`config.mk`:
```
export PLATFORM = sky130hd
export DESIGN_NAME = ber_checker_param
export DESIGN_NICKNAME = d
export VERILOG_FILES = /design/src/rtl/ber_checker_param.sv
export SDC_FILE = /design/constraint.sdc
export NUM_CORES = 2
export LEC_CHECK = 0
export BUFFER_PORTS_ARGS = -buffer_cell sky130_fd_sc_hd__buf_2
export CAP_MARGIN = 15
export CORE_UTILIZATION = 65
export DETAILED_ROUTE_END_ITERATION = 10
export PLACE_DENSITY = 0.83
export SETUP_SLACK_MARGIN = 0.1
export SYNTH_ARGS = -nofsm -noshare
export SYNTH_HDL_FRONTEND = slang
export SYNTH_SLANG_ARGS = --single-unit
```
`constraint.sdc`:
```
create_clock -name clock -period 20.5 [get_ports clock]
set_clock_uncertainty 0.1 [all_clocks]
set_input_delay 2.05 -clock clock [delete_from_list [all_inputs] [get_ports clock]]
set_output_delay 2.05 -clock clock [all_outputs]
set_load 0.02 [all_outputs]
```
`src/rtl/ber_checker_param.sv`:
```
// Bit-error-rate checker: sweeps DEPTH reference delays, locks on the best one, then accumulates bit/error counts.
// Optional macro BER_RELOCK_EN: drop lock and re-search when a monitor window exceeds LOSS_THR errors.
module ber_checker_param #(
    parameter int DEPTH    = 1024,
    parameter int WIN      = 511,
    parameter int LOCK_THR = 0,
    parameter int LOSS_THR = 64,
    parameter int CNT_W    = 64,
    localparam int PW      = $clog2(DEPTH),
    localparam int EW      = $clog2(WIN + 1)
) (
    input  logic             clock,
    input  logic             i_reset,
    input  logic             i_enable,
    input  logic             i_valid,
    input  logic             i_data,
    input  logic             i_ref,
    input  logic             i_clear,
    output logic             o_locked,
    output logic [PW-1:0]    o_position,
    output logic [EW-1:0]    o_min_err,
    output logic [CNT_W-1:0] o_err_count,
    output logic [CNT_W-1:0] o_bit_count,
    output logic [15:0]      o_resync_count
);

    localparam logic [EW-1:0] WIN_LAST   = EW'(WIN - 1);
    localparam logic [EW-1:0] LOCK_THR_C = EW'(LOCK_THR);
    localparam logic [PW-1:0] POS_LAST   = PW'(DEPTH - 1);

    typedef enum logic {
        ST_SEARCH,
        ST_LOCKED
    } state_t;

    state_t            state_q;
    logic [DEPTH-1:0]  hist_q;
    logic [PW-1:0]     pos_q;
    logic [PW-1:0]     position_q;
    logic [PW-1:0]     best_pos_q;
    logic [EW-1:0]     win_cnt_q;
    logic [EW-1:0]     win_err_q;
    logic [EW-1:0]     best_q;
    logic [EW-1:0]     min_err_q;
    logic              locked_q;
    logic [CNT_W-1:0]  err_cnt_q;
    logic [CNT_W-1:0]  bit_cnt_q;

    logic              err_d;
    logic              win_last_d;
    logic [EW-1:0]     win_total_d;
    logic              better_d;
    logic [EW-1:0]     best_d;
    logic [PW-1:0]     best_pos_d;

    // Comparison uses the pre-shift history, so position p is a delay of p+1 samples.
    always_comb begin
        err_d       = i_data ^ hist_q[pos_q];
        win_last_d  = (win_cnt_q == WIN_LAST);
        win_total_d = win_err_q + EW'(err_d);
        better_d    = (win_total_d < best_q);
        best_d      = better_d ? win_total_d : best_q;
        best_pos_d  = better_d ? pos_q : best_pos_q;
    end

`ifdef BER_RELOCK_EN
    localparam logic [EW-1:0] LOSS_THR_C = EW'(LOSS_THR);
    logic [15:0] resync_q;
`endif

    always_ff @(posedge clock) begin
        if (!i_reset) begin
            state_q    <= ST_SEARCH;
            hist_q     <= '0;
            pos_q      <= '0;
            position_q <= '0;
            best_pos_q <= '0;
            win_cnt_q  <= '0;
            win_err_q  <= '0;
            best_q     <= '1;
            min_err_q  <= '1;
            locked_q   <= 1'b0;
            err_cnt_q  <= '0;
            bit_cnt_q  <= '0;
`ifdef BER_RELOCK_EN
            resync_q   <= '0;
`endif
        end else if (i_enable) begin
            if (i_valid) begin
                hist_q <= {hist_q[DEPTH-2:0], i_ref};
            end
            if (i_clear) begin
                err_cnt_q <= '0;
                bit_cnt_q <= '0;
            end
            case (state_q)
                ST_SEARCH: begin
                    if (i_valid) begin
                        if (win_last_d) begin
                            win_cnt_q <= '0;
                            win_err_q <= '0;
                            if (pos_q == POS_LAST) begin
                                min_err_q <= best_d;
                                if (best_d <= LOCK_THR_C) begin
                                    state_q    <= ST_LOCKED;
                                    locked_q   <= 1'b1;
                                    position_q <= best_pos_d;
                                    pos_q      <= best_pos_d;
                                    best_q     <= best_d;
                                    best_pos_q <= best_pos_d;
                                end else begin
                                    best_q     <= '1;
                                    best_pos_q <= '0;
                                    pos_q      <= '0;
                                end
                            end else begin
                                best_q     <= best_d;
                                best_pos_q <= best_pos_d;
                                pos_q      <= pos_q + PW'(1);
                            end
                        end else begin
                            win_cnt_q <= win_cnt_q + EW'(1);
                            win_err_q <= win_total_d;
                        end
                    end
                end
                ST_LOCKED: begin
                    if (i_valid) begin
                        // A simultaneous clear discards this sample from the accumulators.
                        if (!i_clear) begin
                            if (bit_cnt_q != '1) begin
                                bit_cnt_q <= bit_cnt_q + CNT_W'(1);
                            end
                            if (err_d && (err_cnt_q != '1)) begin
                                err_cnt_q <= err_cnt_q + CNT_W'(1);
                            end
                        end
`ifdef BER_RELOCK_EN
                        if (win_last_d) begin
                            win_cnt_q <= '0;
                            win_err_q <= '0;
                            if (win_total_d > LOSS_THR_C) begin
                                state_q  <= ST_SEARCH;
                                locked_q <= 1'b0;
                                pos_q    <= '0;
                                best_q   <= '1;
                                best_pos_q <= '0;
                                if (resync_q != 16'hFFFF) begin
                                    resync_q <= resync_q + 16'd1;
                                end
                            end
                        end else begin
                            win_cnt_q <= win_cnt_q + EW'(1);
                            win_err_q <= win_total_d;
                        end
`endif
                    end
                end
                default: state_q <= ST_SEARCH;
            endcase
        end
    end

    assign o_locked    = locked_q;
    assign o_position  = position_q;
    assign o_min_err   = min_err_q;
    assign o_err_count = err_cnt_q;
    assign o_bit_count = bit_cnt_q;
`ifdef BER_RELOCK_EN
    assign o_resync_count = resync_q;
`else
    assign o_resync_count = 16'd0;
`endif

endmodule

```
Yosys cells after proc, flatten, opt, wreduce, memory -nomap -nowiden --
Cells that the tools add are included.
Cells by class: $add $sub $neg 5, order comparisons 3, equality and inequality tests 4, muxes and demuxes 26, bitwise operators 2, reductions and logical operators 6
Operator list (count):
- $mux W64 | 10
- $add A64 B1 Y64 const B | 2
- $ne A64 B64 Y1 const B | 2
- $mux W9 | 5
- $mux W10 | 4
- $lt A10 B11 Y1 const B | 1
- $add A10 B1 Y10 const B | 1
- $bmux W1 S10 | 1
- $eq A10 B10 Y1 const B | 1
- $add A9 B1 Y9 | 1
- $add A9 B1 Y9 const B | 1
- $eq A9 B9 Y1 const B | 1
- $le A9 B1 Y1 const B | 1
- $lt A9 B9 Y1 | 1
- $mux W1 | 6
- $reduce_and A6 Y1 | 1
- $reduce_and A5 Y1 | 1
- $reduce_and A4 Y1 | 1
- $reduce_and A3 Y1 | 1
- $reduce_and A2 Y1 | 1
- $logic_and A1 B1 Y1 | 1
- $not A1 Y1 | 1
- $xor A1 B1 Y1 | 1
Word-level totals: flip-flop bits (word level) 1220, input bits 7, output and inout bits 164, logic and storage cells 58

Longest topological paths before layout --
depth after elaboration 12, depth in mapped cells 31, gate-level depth less buffers 23

Worst setup path after synthesis --
Ideal clock, no wire load.
path kind register to register, start point register pos_q[0], end point register pos_q[8], setup time 0.070 ns, arrival 6.324 ns, data required time 20.330 ns, path slack 14.006 ns, cell stages (with the launch flop) 27, path buffers 5, clock period less this slack 6.494 ns, cells stage by stage dfxtp_1 -> buf_6 -> buf_2 -> buf_4 -> mux4_2 -> a221oi_1 -> o22ai_1 -> o41ai_1 -> a32oi_1 -> xnor2_1 -> o221ai_4 -> clkbuf_1 -> ha_1 -> xor2_1 -> ha_1 -> a21o_1 -> a21o_1 -> a21o_1 -> a21o_1 -> a21oi_1 -> o21ai_0 -> o211ai_1 -> mux2_2 -> nor2_1 -> clkbuf_1 -> nand3b_1 -> a21oi_1
On the way: cells in the longest elaborated chain, start to end 9, elaborated cells between the ends (all ways) 12, classes of those cells add/sub: 2; order compare: 2; eq/ne: 1; mux: 6; bitwise: 1
RTL lines:
- start, declared | line 38 | logic [PW-1:0] pos_q;
- start signal, assigned | line 108 | pos_q <= best_pos_d;
- start signal, assigned | line 119 | pos_q <= pos_q + PW'(1);
- $bmux W1 S10 | line 58 | err_d = i_data ^ hist_q[pos_q];
- $mux W1 (implied by the code) | line 58
- $xor A1 B1 Y1 | line 58
- $add A9 B1 Y9 | line 60 | win_total_d = win_err_q + EW'(err_d);
- $lt A9 B9 Y1 | line 61 | better_d = (win_total_d < best_q);
- $mux W9 | line 62 | best_d = better_d ? win_total_d : best_q;
- $le A9 B1 Y1 | line 104 | if (best_d <= LOCK_THR_C) begin
- $mux W10 | line 104
- $mux W10 (*) | line 102 | if (pos_q == POS_LAST) begin
Every way passes the cells marked *; elsewhere a longest branch is shown, timed or not. The select of a mux whose other input is x is not followed. A chain may end at the register's enable or synchronous reset.

Worst setup path in the final report --
start point register pos_q[0], end point register best_q[4]
On the way: cells in the longest elaborated chain, start to end 9, elaborated cells between the ends (all ways) 10, classes of those cells add/sub: 1; order compare: 2; eq/ne: 1; mux: 5; bitwise: 1
RTL lines:
- $bmux W1 S10 | line 58
- $mux W1 (implied by the code) | line 58
- $xor A1 B1 Y1 | line 58
- $add A9 B1 Y9 | line 60
- $lt A9 B9 Y1 | line 61
- $mux W9 | line 62
- $le A9 B1 Y1 | line 104
- $mux W9 | line 104
- $mux W9 (*) | line 102
- end signal, assigned | line 109 | best_q <= best_d;
- end signal, assigned | line 117 | best_q <= best_d;
- end, declared | line 43 | logic [EW-1:0] best_q;
Marked as above.

==> impl_metrics.tcl <==
set metrics [dict create \
    synth_area_leaders "dfxtp_1, nand2_1, a21oi_1" \
    synth_warnings 0 \
    coreArea_um2 80940 \
    mostFrequentLayoutCells "nand2_1, dfxtp_1, a21oi_1, mux4_2, nor2_1" \
    mostFrequentLayoutCell "nand2_1" \
    grt_pass1_wl_um 215100 \
    synth_sequential_area_ratio_pct 45.71 \
    drt-initial-drc-count 5049 \
    drive_above_1_share_pct 10.83 \
    synth_async_sr_flop_share_pct 0 \
    timing.final.setup_violations 0 \
    drt_pre_antenna_iters 7 \
    ys.flop_type "dfxtp_1" \
    grt_antenna_before_repair 1 \
    clkSlewWorstSetupHoldPaths_ns 0.06 \
    tightest_slew_ns 1.315 \
    synth_simple_gate_area_share_pct 20.98 \
    post-route-min-period_ns 9.865 \
    timing.critical_path.arrival_ns 10.29 \
    grt_overflow_total 0 \
    postSynthCellCount 6452 \
    final_routed_wirelength_um 134300 \
    n_antenna_cell 0 \
    antenna_left 0 \
    yosysTopAreaCell "dfxtp_1" \
    routed-via-count 45800 \
    fin_cells 7449 \
    synth_top_family_by_area "simple AND/OR/NAND/NOR gates" \
    floorplan.initialDensity_pct 66.02 \
    floorplan.io_pins 171 \
    power.density_nw_per_um2 82.59 \
    worstSetupEndpointType "flop" \
    synth_adder_area_share_pct 0.3512 \
    first_global_vias 41960 \
    synth_seq_cells 1220 \
    final-max-slew-violation-count 0 \
    netlist-cell-type-count 74 \
    post_cts.resized_instances 0 \
    root_buffer "clkbuf_16" \
    nets 6306 \
    cts-hold-fix-buffers 0 \
    final_ws_setup_ns 10.64 \
    clock_tree.buffer_depth 3 \
    final-hold-violation-count 0 \
    vdd.ir_drop.worst_mv 0.06948 \
    synth_top_area_share_pct 45.71 \
    synth-edff-count 0 \
    grt_usage_pct 31.19 \
    crit_fanout 49 \
    numPortBuffers 154 \
    grt_setup_unrepaired "false" \
    path_class "flop to flop" \
    synth_compound_area_share_pct 15.38 \
    dp.final_hpwl_um 80910 \
    die-area_um2 83360 \
    dp_cells 7220 \
    grt_max_degree 270 \
    synth-xor-area-share_pct 1.131 \
    syn_std_cell_area_um2 53430 \
    finalSetupTns_ns 0 \
    die_width_um 288.7 \
    post_synth.cell_area_avg_um2 8.282 \
    drc_errors 0 \
    postCtsSetupBuffers 0 \
    vias_per_cell 6.148 \
    power.leakage_nw 18.73 \
    cp.required_ns 20.92 \
    fp-row-count 104 \
    preCtsSetupSlack_ns 10.76 \
    floorplan.die.height_um 288.7 \
    finalWeightedCongestion 0.8890 \
    final_min_period_over_clock_period_pct 48.12 \
    hold_class "flop to flop" \
    numCtsBuffers 121 \
    htree_levels 3 \
    clkLatencyLatePin_ns 0.70 \
    start_kind "flop" \
    clock-sinks 1220 \
    post_drt_wl_per_cell_um 18.04 \
    slew-limit-headroom_pct 12.37 \
    mux_cell_area_share_after_synthesis_pct 11.96 \
    outcome "finished, final reports clean" \
    tritoncts "built" \
    drv_cap 0 \
    area_delta_synth_final_pct 8.725 \
    clock.fmax_ghz 0.1014 \
]
cell families after synthesis:
kind of cell	after synthesis
flops	1220
fa+ha+maj	15
other cells	1
buf+inv	557
mux	348
simple gates	2762
compound gates	1480
xor+xnor	69
power by group:
| part | total [W] | switching (W) | internal (W) |
|---|---|---|---|
| Sequential | 0.00237 | 0.000000430 | 0.00237 |
| Clock | 0.00229 | 0.000944 | 0.00135 |
| Combinational | 0.000133 | 0.000121 | 0.0000116 |
| Total | 0.00480 | 0.00107 | 0.00373 |
metrics by stage:
step	hold WS [ns]	power, W	area (µm²)	util, %
floorplan	0.3295	0.002530	53490	-
CTS	0.3524	0.004815	58070	71.75
global route	0.3695	0.004926	58100	71.78
finish	0.3547	0.004798	58100	71.78
detailed placement	0.3523	0.002553	53890	66.59
global placement	0.3391	0.002553	53890	66.59
per-layer routing:
metal / track usage [%] / vias up / part of all wire (%)
met5: 0 / - / 0.0097
met4: 13.07 / 2 / 3.9
met3: 4.566 / 336 / 7.7
met2: 50.42 / 1806 / 47
met1: 41.93 / 21870 / 41
li1: - / 21790 / -
final timing paths:
| kind | start | endpoint | slack (ns) | cells after the start |
|---|---|---|---|---|
| setup / recovery | pos_q[0]$_SDFFE_PN0P_ | best_q[4]$_SDFFE_PN1P_ | 10.64 | 25 |
| setup reg to reg | pos_q[0]$_SDFFE_PN0P_ | best_q[4]$_SDFFE_PN1P_ | 10.64 | 25 |
| hold / removal | hist_q[922]$_SDFFE_PN0P_ | hist_q[923]$_SDFFE_PN0P_ | 0.35 | 2 |
| hold reg to reg | hist_q[922]$_SDFFE_PN0P_ | hist_q[923]$_SDFFE_PN0P_ | 0.35 | 2 |
synthesized netlist by cell type (40+ instances only):
cell type	n
xor2_1	40
clkbuf_1	402
dfxtp_1	1220
mux2i_1	104
nand2_1	2231
nor2_1	169
o21ai_0	98
a22oi_1	51
a21oi_1	1110
nand4_1	50
nand3_1	97
mux4_2	231
cell type report:
class | instances | area (µm²)
repair buffers | 213 | 1309
clock buffers | 175 | 3543
multi-input cells | 4690 | 26700
well taps | 1060 | 1326
flip-flops and latches | 1220 | 24440
clock inverters | 53 | 631.9
inverters | 38 | 150.1
fillers | 5970 | 22840
registers in the layout, indices dropped and copies added, names as in the netlist:
signal,cells
o_min_err,9
pos_q,10
hist_q,1024
win_err_q,9
o_err_count,64
best_pos_q,10
o_bit_count,64
o_position,10
state_q,1
best_q,9
win_cnt_q,9
o_locked,1
critical path: stages, from the launching register on:
cell and delay (ns):
dfxtp_4 0.99, buf_4 0.64, buf_4 0.66, mux4_2 0.57, mux2_2 0.28, a211oi_1 0.40
a211oi_1 0.09, o31ai_1 0.71, a32oi_1 0.24, xnor2_1 0.21, o221ai_4 0.70, ha_1 0.43
xor2_1 0.27, ha_1 0.29, a21o_1 0.16, a21o_1 0.17, a21o_1 0.17, a21o_1 0.16
a21oi_1 0.14, o21ai_0 0.09, o211ai_1 0.14, buf_4 0.31, mux2i_1 0.43, nor2_1 0.12
nor3_1 0.94, a22oi_1 0.23
Note: power is estimated with default switching activity, not from simulation.
